===== src/rtl/uart_tx_port.sv =====
// Memory-mapped UART transmitter: 8N1 frames, status word, sticky overrun.
// Define UART_TX_FIFO_EN for a 4-entry FIFO; otherwise a 1-byte holding register.
module uart_tx_port #(
  parameter int unsigned CLKS_PER_BIT = 434,
  parameter logic [3:0]  BASE_NIBBLE  = 4'h3
) (
  input  logic        Clock,
  input  logic        Resetn,
  input  logic [15:0] ADDR,
  input  logic [15:0] DOUT,
  input  logic        W,
  output logic        sel,
  output logic [15:0] rd_data,
  output logic        txd
);

  typedef enum logic [1:0] {
    IDLE,
    START,
    DATA,
    STOP
  } state_t;

  localparam logic [15:0] LAST = 16'(CLKS_PER_BIT - 1);

  state_t      state_q, state_d;
  logic [15:0] cnt_q, cnt_d;
  logic [2:0]  bit_q, bit_d;
  logic [7:0]  sh_q, sh_d;
  logic        txd_q, txd_d;
  logic        ovr_q;

  logic        wr_data, wr_clr, bit_end, avail;
  logic        launch, bypass, pop, push, ovr_set;
  logic        q_empty, q_full, busy;
  logic [7:0]  q_head;
  logic        unused;

  assign sel     = ADDR[15:12] == BASE_NIBBLE;
  assign wr_data = W & sel & ~ADDR[0];
  assign wr_clr  = W & sel & ADDR[0] & DOUT[0];
  assign bit_end = cnt_q == LAST;
  assign avail   = ~q_empty | wr_data;
  assign unused  = ^{ADDR[11:1], DOUT[15:8]};

  // An empty queue lets a write go straight to the shifter.
  assign bypass  = launch & q_empty;
  assign pop     = launch & ~q_empty;
  assign push    = wr_data & ~bypass & (~q_full | pop);
  assign ovr_set = wr_data & q_full & ~pop;

  always_comb begin
    state_d = state_q;
    cnt_d   = cnt_q + 16'd1;
    bit_d   = bit_q;
    sh_d    = sh_q;
    launch  = 1'b0;
    unique case (state_q)
      IDLE: begin
        cnt_d  = '0;
        launch = avail;
      end
      START: begin
        if (bit_end) begin
          state_d = DATA;
          cnt_d   = '0;
          bit_d   = '0;
        end
      end
      DATA: begin
        if (bit_end) begin
          cnt_d = '0;
          sh_d  = sh_q >> 1;
          bit_d = bit_q + 3'd1;
          if (bit_q == 3'd7) state_d = STOP;
        end
      end
      STOP: begin
        if (bit_end) begin
          cnt_d = '0;
          if (avail) launch = 1'b1;
          else state_d = IDLE;
        end
      end
    endcase
    if (launch) begin
      state_d = START;
      cnt_d   = '0;
      sh_d    = q_empty ? DOUT[7:0] : q_head;
    end
    if (state_d == START)     txd_d = 1'b0;
    else if (state_d == DATA) txd_d = sh_d[0];
    else                      txd_d = 1'b1;
  end

  always_ff @(posedge Clock or negedge Resetn) begin
    if (!Resetn) begin
      state_q <= IDLE;
      cnt_q   <= '0;
      bit_q   <= '0;
      sh_q    <= '0;
      txd_q   <= 1'b1;
      ovr_q   <= 1'b0;
    end else begin
      state_q <= state_d;
      cnt_q   <= cnt_d;
      bit_q   <= bit_d;
      sh_q    <= sh_d;
      txd_q   <= txd_d;
      if (wr_clr)       ovr_q <= 1'b0;
      else if (ovr_set) ovr_q <= 1'b1;
    end
  end

`ifdef UART_TX_FIFO_EN
  logic [7:0] mem [4];
  logic [1:0] wp_q, rp_q;
  logic [2:0] cnt_fq;

  assign q_empty = cnt_fq == 3'd0;
  assign q_full  = cnt_fq == 3'd4;
  assign q_head  = mem[rp_q];

  always_ff @(posedge Clock) begin
    if (push) mem[wp_q] <= DOUT[7:0];
  end

  always_ff @(posedge Clock or negedge Resetn) begin
    if (!Resetn) begin
      wp_q   <= '0;
      rp_q   <= '0;
      cnt_fq <= '0;
    end else begin
      if (push) wp_q <= wp_q + 2'd1;
      if (pop)  rp_q <= rp_q + 2'd1;
      unique case ({push, pop})
        2'b10:   cnt_fq <= cnt_fq + 3'd1;
        2'b01:   cnt_fq <= cnt_fq - 3'd1;
        default: cnt_fq <= cnt_fq;
      endcase
    end
  end
`else
  logic [7:0] hold_q;
  logic       hold_v;

  assign q_empty = ~hold_v;
  assign q_full  = hold_v;
  assign q_head  = hold_q;

  always_ff @(posedge Clock or negedge Resetn) begin
    if (!Resetn) begin
      hold_q <= '0;
      hold_v <= 1'b0;
    end else if (push) begin
      hold_q <= DOUT[7:0];
      hold_v <= 1'b1;
    end else if (pop) begin
      hold_v <= 1'b0;
    end
  end
`endif

  assign busy    = (state_q != IDLE) | ~q_empty;
  assign rd_data = {13'b0, ovr_q, q_full, busy};
  assign txd     = txd_q;

endmodule


===== config.mk =====
export PLATFORM = sky130hd
export DESIGN_NAME = uart_tx_port
export DESIGN_NICKNAME = d
export VERILOG_FILES = /design/src/rtl/uart_tx_port.sv
export SDC_FILE = /design/constraint.sdc
export NUM_CORES = 1
export LEC_CHECK = 0
export BUFFER_PORTS_ARGS = -buffer_cell sky130_fd_sc_hd__buf_2
export CORE_AREA = 2 2 79 81
export CTS_BUF_LIST = sky130_fd_sc_hd__clkbuf_8 sky130_fd_sc_hd__clkbuf_16
export DETAILED_ROUTE_END_ITERATION = 16
export DIE_AREA = 0 0 81 83
export GPL_TIMING_DRIVEN = 0
export HOLD_SLACK_MARGIN = 0.12
export PLACE_DENSITY_LB_ADDON = 0.12
export SLEW_MARGIN = 20
export SYNTH_ARGS = -nofsm -noshare
export SYNTH_HDL_FRONTEND = slang
export SYNTH_SLANG_ARGS = --single-unit

===== constraint.sdc =====
create_clock -name Clock -period 6.2 [get_ports Clock]
set_input_delay 0.31 -clock Clock [delete_from_list [all_inputs] [get_ports Clock]]
set_output_delay 0.31 -clock Clock [all_outputs]
set_load 0.03 [all_outputs]

[Word level (Yosys, flattened, before mapping)]
Index checks and enable logic that the tools add are counted.
Word-level totals
  memory bits (writable): 0
  output and inout port bits: 18
  register bits after elaboration: 40
  word-level logic and storage cells: 74
  latch bits: 0
  memories: 0
  memory bits (read-only): 0
  bits of input ports: 35
Operators by class
  add/sub/neg operators: 2
  equal/unequal tests: 10
  $mul: 0
  bitwise logic cells: 17
  multiplexer cells: 26
  shifts and indexed selects: 0
  reductions and logical operators: 10
  div/mod/pow operators: 0
  magnitude comparators: 0
Operator list (number)
  $mux 16: 2
  $mux 8: 4
  $pmux 16 s2: 1
  $add 16x1->16 const B: 1
  $eq 16x9->1 const B: 1
  $mux 2: 6
  $reduce_bool 2->1: 6
  $and 1x1->1: 10
  $mux 1: 8
  $eq 2x2->1 const B: 3
  $mux 3: 2
  $pmux 2 s3: 1
  $pmux 3 s2: 1
  $eq 2x1->1 const B: 2
  $eq 4x2->1 const B: 1
  $ne 2x2->1 const B: 2
  $not 1->1: 4
  $add 3x1->3 const B: 1
  $eq 3x3->1 const B: 1
  $or 1x1->1: 3
  $reduce_and 3->1: 1
  $reduce_or 3->1: 1
  $logic_not 2->1: 1
  $pmux 1 s2: 1
  $reduce_and 2->1: 1

[Logic depth before layout (Yosys ltp)]
Gate-level depths: netlist of run 1.
  word-level depth: 12
  mapped depth: 11
  depth with buffers taken out: 8

[Worst setup path before layout of run 1]
No wires, ideal clock.
  path type: register to register
  start: register cnt_q[1]
  end: register hold_q[0]
  path slack: 4062 ps
  buffers on the path: 2
  cell stages (with the launch flop): 11
  setup time: 125 ps
  required time: 6075 ps
  clock period less this slack: 2138 ps
  arrival time: 2013 ps
  cell sequence: dfrtp_1 inv_1 ha_1 and4b_1 and4_1 buf_4 a21oi_2 or3_1 and3_1 buf_6 mux2_4
On the way
  word-level cells in the longest chain between the ends: 7
  elaborated cells between the ends (all ways): 9
  classes of those cells: eq/ne (1); mux (2); bitwise (6)
RTL lines
  start: declaration: RTL line 27  | logic [15:0] cnt_q, cnt_d;
  start signal: assignment: RTL line 106  | cnt_q <= cnt_d;
  $eq 16x9->1 *: RTL line 42  | assign bit_end = cnt_q == LAST;
  $mux 1 *: RTL line 79  | if (bit_end) begin
  $pmux 1 s2 *: RTL line 58  | unique case (state_q)
  $and 1x1->1: RTL line 47  | assign bypass = launch & q_empty;
  $not 1->1: RTL line 49  | assign push = wr_data & ~bypass & (~q_full | pop);
  $and 1x1->1: RTL line 49
  $and 1x1->1 *: RTL line 49
  end signal: assignment: RTL line 156  | hold_q <= DOUT[7:0];
  end: declaration: RTL line 144  | logic [7:0] hold_q;
Every way passes the cells marked *; elsewhere a longest branch is shown, timed or not.
A chain may end at the register's enable or synchronous reset.

[Final worst setup path of run 1]
  start: register state_q[1]
  end: register cnt_q[7]
On the way
  word-level cells in the longest chain between the ends: 4
  elaborated cells between the ends (all ways): 8
  classes of those cells: eq/ne (3); mux (3); reduce/logical (2)
RTL lines
  start: declaration: RTL line 26  | state_t state_q, state_d;
  start signal: assignment: RTL line 105  | state_q <= state_d;
  $eq 2x2->1 or $eq 2x1->1 (tied branches): RTL line 58
  $reduce_or 3->1 (no source line)
  $pmux 16 s2: RTL line 58
  $mux 16 *: RTL line 86  | if (launch) begin
  net cnt_d[7]: RTL line 27
The timed path passes the listed nets; every way through them passes the cells marked *.

==> metrics.cfg, run 1 <==
[clocking]
cts_hold_buffers = 0
cts_tree = yes
clock_latency_ns = 0.29
clock_path_buffers = 2
cts_setup_buffers = 0
root_buffer = clkbuf_8
postCtsResizedCells = 0
cts_buffers = 5
htreeDepth = 2
clkTransAtPathRegs_ns = 0.08
cts_sinks = 40

[power]
netSwitchingFraction_pct = 26.1
comb_power_share_pct = 13.8
seq_power_share_pct = 52.6
power_density_nw_per_um2 = 204
vdd_drop_max_uv = 88.2
p_clk_share_pct = 33.7
p_int_mw = 0.394
power_leakage_nw = 1.19
p_sw_mw = 0.139

[detailed_routing]
wl_met2_um = 1810
drt-met1-wl_um = 2390
first_pass_iters = 4
drtIter0Drc = 108
route.met3.wl_um = 207
num_vias = 1706
final_antenna_net_count = 0
wl_um = 4450
drc = 0
viasPerCell = 5.00
dr.max_layer_used = met4
wl_per_cell_um = 13.1

[placement]
port_buffers = 20
place_congestion = 0.724
dp_hpwl_um = 3160
placed_area_um2 = 2520
dp.cells = 333

[final_layout]
layout_common_cells = dfrtp_1 (39), nand2_1 (22), buf_2 (21)
final_util_pct = 44.9
drive_gt1_share_pct = 24.1
nFillCells = 592
layout_commonest_cell = dfrtp_1
finalNetCount = 309
stdcell_area_um2 = 2610
fin_cells = 341
area_growth_pct = 14.5
antenna_cells = 0

[setup_path]
start_kind = flop
worstSetupPathType = flop to flop
cp_data_required_time_ns = 6.35
regToRegSetupSlack_ns = 3.77
cp_max_fo = 10
crit_path_max_incr_delay_ns = 0.81
cp_data_arrival_time_ns = 2.58
ff2ff_path_depth = 5
cp_cell_sequence = inv_1, ha_1, o311ai_1, clkbuf_1, nor2_1
setup.worst_path.end_class = flop
rr_startpoint = state_q[1]
slowest_stage = o311ai_1
crit_path_start = state_q[1]
r2r_end = cnt_q[7]

[floorplan]
dieArea_um2 = 6720
start_util_pct = 39.2
core_area_um2 = 5820
fp.dieH_um = 83
ioPinCount = 53
placementRows = 28
die_x_um = 81

[sta]
setup_viol = 0
fmax_mhz = 412
finalMaxSlewViolations = 0
final_hold_viol_count = 0
clock_skew_ns = 0.00926
fin_crit_ns = 2.43
fin_crit_sh_pct = 39.1
maxSlewHeadroom_pct = 39.3
rsz0062_at_grt = no
tns_ns = 0
worstMarginPinSlew_ns = 0.896

[synth]
synth_edf_count = 0
ys_async_sr_fraction_pct = 100
synth_area_um2 = 2280
yosysWarnings = 0
synth_ff_type = dfrtp_1
synth-seq-cells = 40
synthCells = 226
synth_top_area_share_pct = 42.8
synth_cell_types = 43
synth_top_area_cell = dfrtp_1
seq_area_frac_synth_pct = 44.0
synth_top_cells_by_area = dfrtp_1 (43%), buf_4 (5.6%), mux2_4 (5.3%)
avgSynthCellArea_um2 = 10.1

[global_route]
grt_max_degree = 41
grt_pass1_vias = 1571
grt_use_total_pct = 14.4
grt_overflow_total = 0
grt_pass1_wl_um = 7580
grt_antenna_before_repair = 0

[status]
outcome = finished, final reports clean

[hold_path]
worstHoldPathType = input port to asynchronous set/reset pin

[flow_run]
drv_cap = 0

## critical path, delay by kind of cell, from the launching register on
family / cells / cell delay [ns]
buffers and inverters: 2 / 0.56
and+or+nand+nor: 1 / 0.12
AOI/OAI and AO/OA: 1 / 0.81
adders and majority gates: 1 / 0.36
DFF: 1 / 0.43
## logic make-up after synthesis
group | synth area share, %
muxes | 6.64
buffers and inverters | 8.78
and+or+nand+nor | 18.9
adders and majority gates | 5.38
xor gates and xnor gates | 3.84
other | 0.164
DFF | 44.0
AOI/OAI and AO/OA | 12.3
## through the flow
| step | hold WS (ns) | worst slack [ns] | total power [mW] |
|---|---|---|---|
| after floorplan | 0.0144 | 4.06 | 0.338 |
| after global placement | 0.492 | 3.70 | 0.358 |
| after detailed placement | 0.493 | 3.67 | 0.360 |
| after CTS | 0.187 | 3.71 | 0.541 |
| after global routing | 0.213 | 3.55 | 0.560 |
| final | 0.147 | 3.77 | 0.533 |
## state kept, by name, summed over array words and instances (netlist names)
name and flops:
state_q 2, hold_v 1, sh_q 8, txd 1
cnt_q 16, bit_q 3, ovr_q 1, hold_q 8
## final cells by class
| type | instances | area [um2] | area share (%) |
|---|---|---|---|
| Buffer | 24 | 170 | 6.52 |
| Clock buffer | 6 | 82.6 | 3.16 |
| Clock inverter | 2 | 10.0 | 0.383 |
| Inverter | 8 | 30.0 | 1.15 |
| Multi-Input combinational cell | 166 | 1120 | 43.0 |
| Sequential cell | 40 | 1000 | 38.4 |
| Tap cell | 75 | 93.8 | 3.59 |
| Timing Repair Buffer | 20 | 100 | 3.83 |
## power by group through the flow
| stage | combinational [mW] | sequential, mW | clock (mW) |
|---|---|---|---|
| finish | 0.0733 | 0.280 | 0.180 |
| global route | 0.0792 | 0.282 | 0.199 |
| detailed placement | 0.0744 | 0.285 | 0 |
| floorplan | 0.0547 | 0.283 | 0 |
| global placement | 0.0729 | 0.286 | 0 |
| CTS | 0.0744 | 0.280 | 0.187 |
## worst max path at each step
stage,to,depth (start not counted),slack [ns]
2_1_floorplan,hold_q[0],10,4.06
3_3_place_gp,cnt_q[5],6,3.70
3_5_place_dp,cnt_q[7],6,3.67
4_1_cts,cnt_q[7],5,3.71
5_1_grt,cnt_q[7],5,3.55
6_report,cnt_q[7],5,3.77
## routing by layer
layer | global-route usage [%] | vias up
met3 | 3.59 | 6
met4 | 4.16 | 0
li1 | - | 848
met2 | 19.4 | 42
met1 | 22.4 | 810
met5 | 0 | -
## synthesized netlist by cell type, types with 2 or more instances
cell      count
nor3_1        2
xnor2_1       2
and4_1        2
nor2b_1       7
or3_1         6
ha_1          9
and4bb_2      2
mux2_4        8
buf_4        17
mux2i_1       2
buf_6         2
o21ai_0      10
clkbuf_1      4
and3_1        4
inv_1         8
and4b_1       2
nand2_1      22
nand3_1       8
nand2b_1      2
a211oi_1     10
a31oi_1       7
a22o_1        2
dfrtp_1      39
nand4_1       4
nor2_1       15
a21oi_1       6
xor2_1        8
(Power assumes the default switching activity.)
==> run 2: changes to the inputs <==
==> constraint.sdc (replaced) <==
create_clock -name Clock -period 2.3 [get_ports Clock]
set_input_delay 0.115 -clock Clock [delete_from_list [all_inputs] [get_ports Clock]]
set_output_delay 0.115 -clock Clock [all_outputs]
set_load 0.03 [all_outputs]
==> metrics.cfg, run 2 (synthesis gave the netlist of run 1 again) <==
[status]
outcome = finished, final reports clean

[final_layout]
layout_commonest_cell = dfrtp_1
nFillCells = 584
layout_common_cells = dfrtp_1 (37), nand2_1 (22), buf_4 (22)
area_growth_pct = 22.1
finalNetCount = 323
regMostFlops = cnt_q
reg_top3 = cnt_q: 16 flops, hold_q: 8 flops, sh_q: 8 flops
largest_reg_flops = 16
antenna_cells = 0
drive_gt1_share_pct = 27.1

[power]
vdd_drop_max_uv = 250
power_leakage_nw = 1.27
power_density_nw_per_um2 = 522
total_power_mw = 1.45

[setup_path]
crit_top_cell = buf_6
setup.worst_path.end_class = flop
cp_data_arrival_time_ns = 2.39
cp_cell_sequence = inv_1, ha_1, and4b_1, and4_1, buf_6, a21oi_2, or3_1, and3_1, buf_6, mux2_4
slowest_stage = dfrtp_1
cp_data_required_time_ns = 2.48
cp_max_fo = 8
start_kind = flop
crit_path_max_incr_delay_ns = 0.38
worstSetupPathType = flop to flop

[floorplan]
fp.dieH_um = 83
core_area_um2 = 5820
dieArea_um2 = 6720
start_util_pct = 39.2
die_x_um = 81
ioPinCount = 53
placementRows = 28

[sta]
tns_ns = 0
clock_skew_ns = 0.00904
rsz0062_at_grt = yes
maxSlewHeadroom_pct = 38.9
fmax_mhz = 452
setup_viol = 0
fin_crit_sh_pct = 96.1
final_hold_viol_count = 0
worstMarginPinSlew_ns = 0.916
fin_crit_ns = 2.21
finalMaxSlewViolations = 0

[clocking]
cts_tree = yes
clock_latency_ns = 0.29
htreeDepth = 2
root_buffer = clkbuf_8
clkTransAtPathRegs_ns = 0.08
cts_buffers = 5
clock_path_buffers = 2
cts_sinks = 40

[global_route]
grt_use_total_pct = 14.9
grt_pass1_vias = 1646
grt_overflow_total = 0
grt_antenna_before_repair = 0
grt_pass1_wl_um = 7880
grt_max_degree = 41

[detailed_routing]
drc = 0
wl_per_cell_um = 13.0
wl_um = 4620
final_antenna_net_count = 0
first_pass_iters = 4
num_vias = 1759
viasPerCell = 4.95
drtIter0Drc = 142

[placement]
place_congestion = 0.724
port_buffers = 20
dp_hpwl_um = 3160

[hold_path]
worstHoldPathType = input port to flop

[flow_run]
drv_cap = 0

run 2: changes by cell type in the layout (fill, tap and decap cells not counted), moves of 2 or more:
| cell | before | now |
|---|---|---|
| buf_4 | 17 | 22 |
| clkbuf_1 | 4 | 2 |
| dfrtp_1 | 39 | 37 |
| dfrtp_2 | 0 | 2 |
| dlygate4sd3_1 | 0 | 10 |
run 2: area by class of cell:
type                       instances  area (um2)  share of cell area, %
multi-input combinational        166        1150                   41.3
sequential                        40        1000                   36.1
timing repair buffer              35         238                   8.54
buffer                            23         174                   6.25
tap                               75        93.8                   3.37
clock buffer                       6        82.6                   2.97
inverter                           8        30.0                   1.08
clock inverter                     2        10.0                  0.360
run 2: layer usage:
layer / routed length (um) / up-vias / share of wire [%] / global-route usage (%)
met1: 2390 / 826 / 52 / 22.9
met2: 1960 / 49 / 42 / 20.7
met3: 222 / 6 / 4.8 / 3.59
li1: - / 878 / - / -
met5: 0 / - / 0 / 0
met4: 53 / 0 / 1.1 / 4.16
run 2: power breakdown:
| part | internal [mW] | total [mW] | switching [mW] |
|---|---|---|---|
| clock | 0.240 | 0.483 | 0.243 |
| sequential | 0.735 | 0.756 | 0.0209 |
| combinational | 0.0989 | 0.212 | 0.113 |
run 2: final timing paths:
check	startpoint	to	slack, ns	cells after the start
max in group asynchronous	Resetn	cnt_q[0]	1.15	2
min in group asynchronous	Resetn	cnt_q[8]	0.50	2
hold reg to reg	bit_q[0]	bit_q[0]	0.50	1
hold / removal	W	ovr_q	0.16	4
setup reg to reg	cnt_q[1]	hold_q[7]	0.09	10
setup / recovery	cnt_q[1]	hold_q[7]	0.09	10
run 2: metrics by stage:
stage | hold WS, ns | setup slack, ns | instances | utilization [%] | instance area (um2)
after floorplan | -0.181 | 0.162 | 238 | - | 2320
after global placement | 0.308 | -0.152 | 333 | 43.3 | 2520
after detailed placement | 0.313 | -0.183 | 333 | 43.3 | 2520
after CTS | 0.155 | 0.00139 | 353 | 47.1 | 2740
after global routing | 0.205 | -0.00542 | 355 | 47.8 | 2780
final | 0.165 | 0.0887 | 355 | 47.8 | 2780
run 2: critical path, delay by kind of cell, from the launching register on:
kind,cells,cell delay [ns]
compound gates,1,0.07
fa+ha+maj,1,0.15
buf+inv,3,0.33
flops,1,0.38
mux,1,0.30
simple gates,4,0.87
run 2: what timing repair did:
action	in CTS	in global routing
setup endpoints to repair	20	23
hold buffers	10	0
hold endpoints to repair	49	0
gates resized for setup	2	10
pin swaps	1	3
gates cloned	0	0
setup buffers	3	2
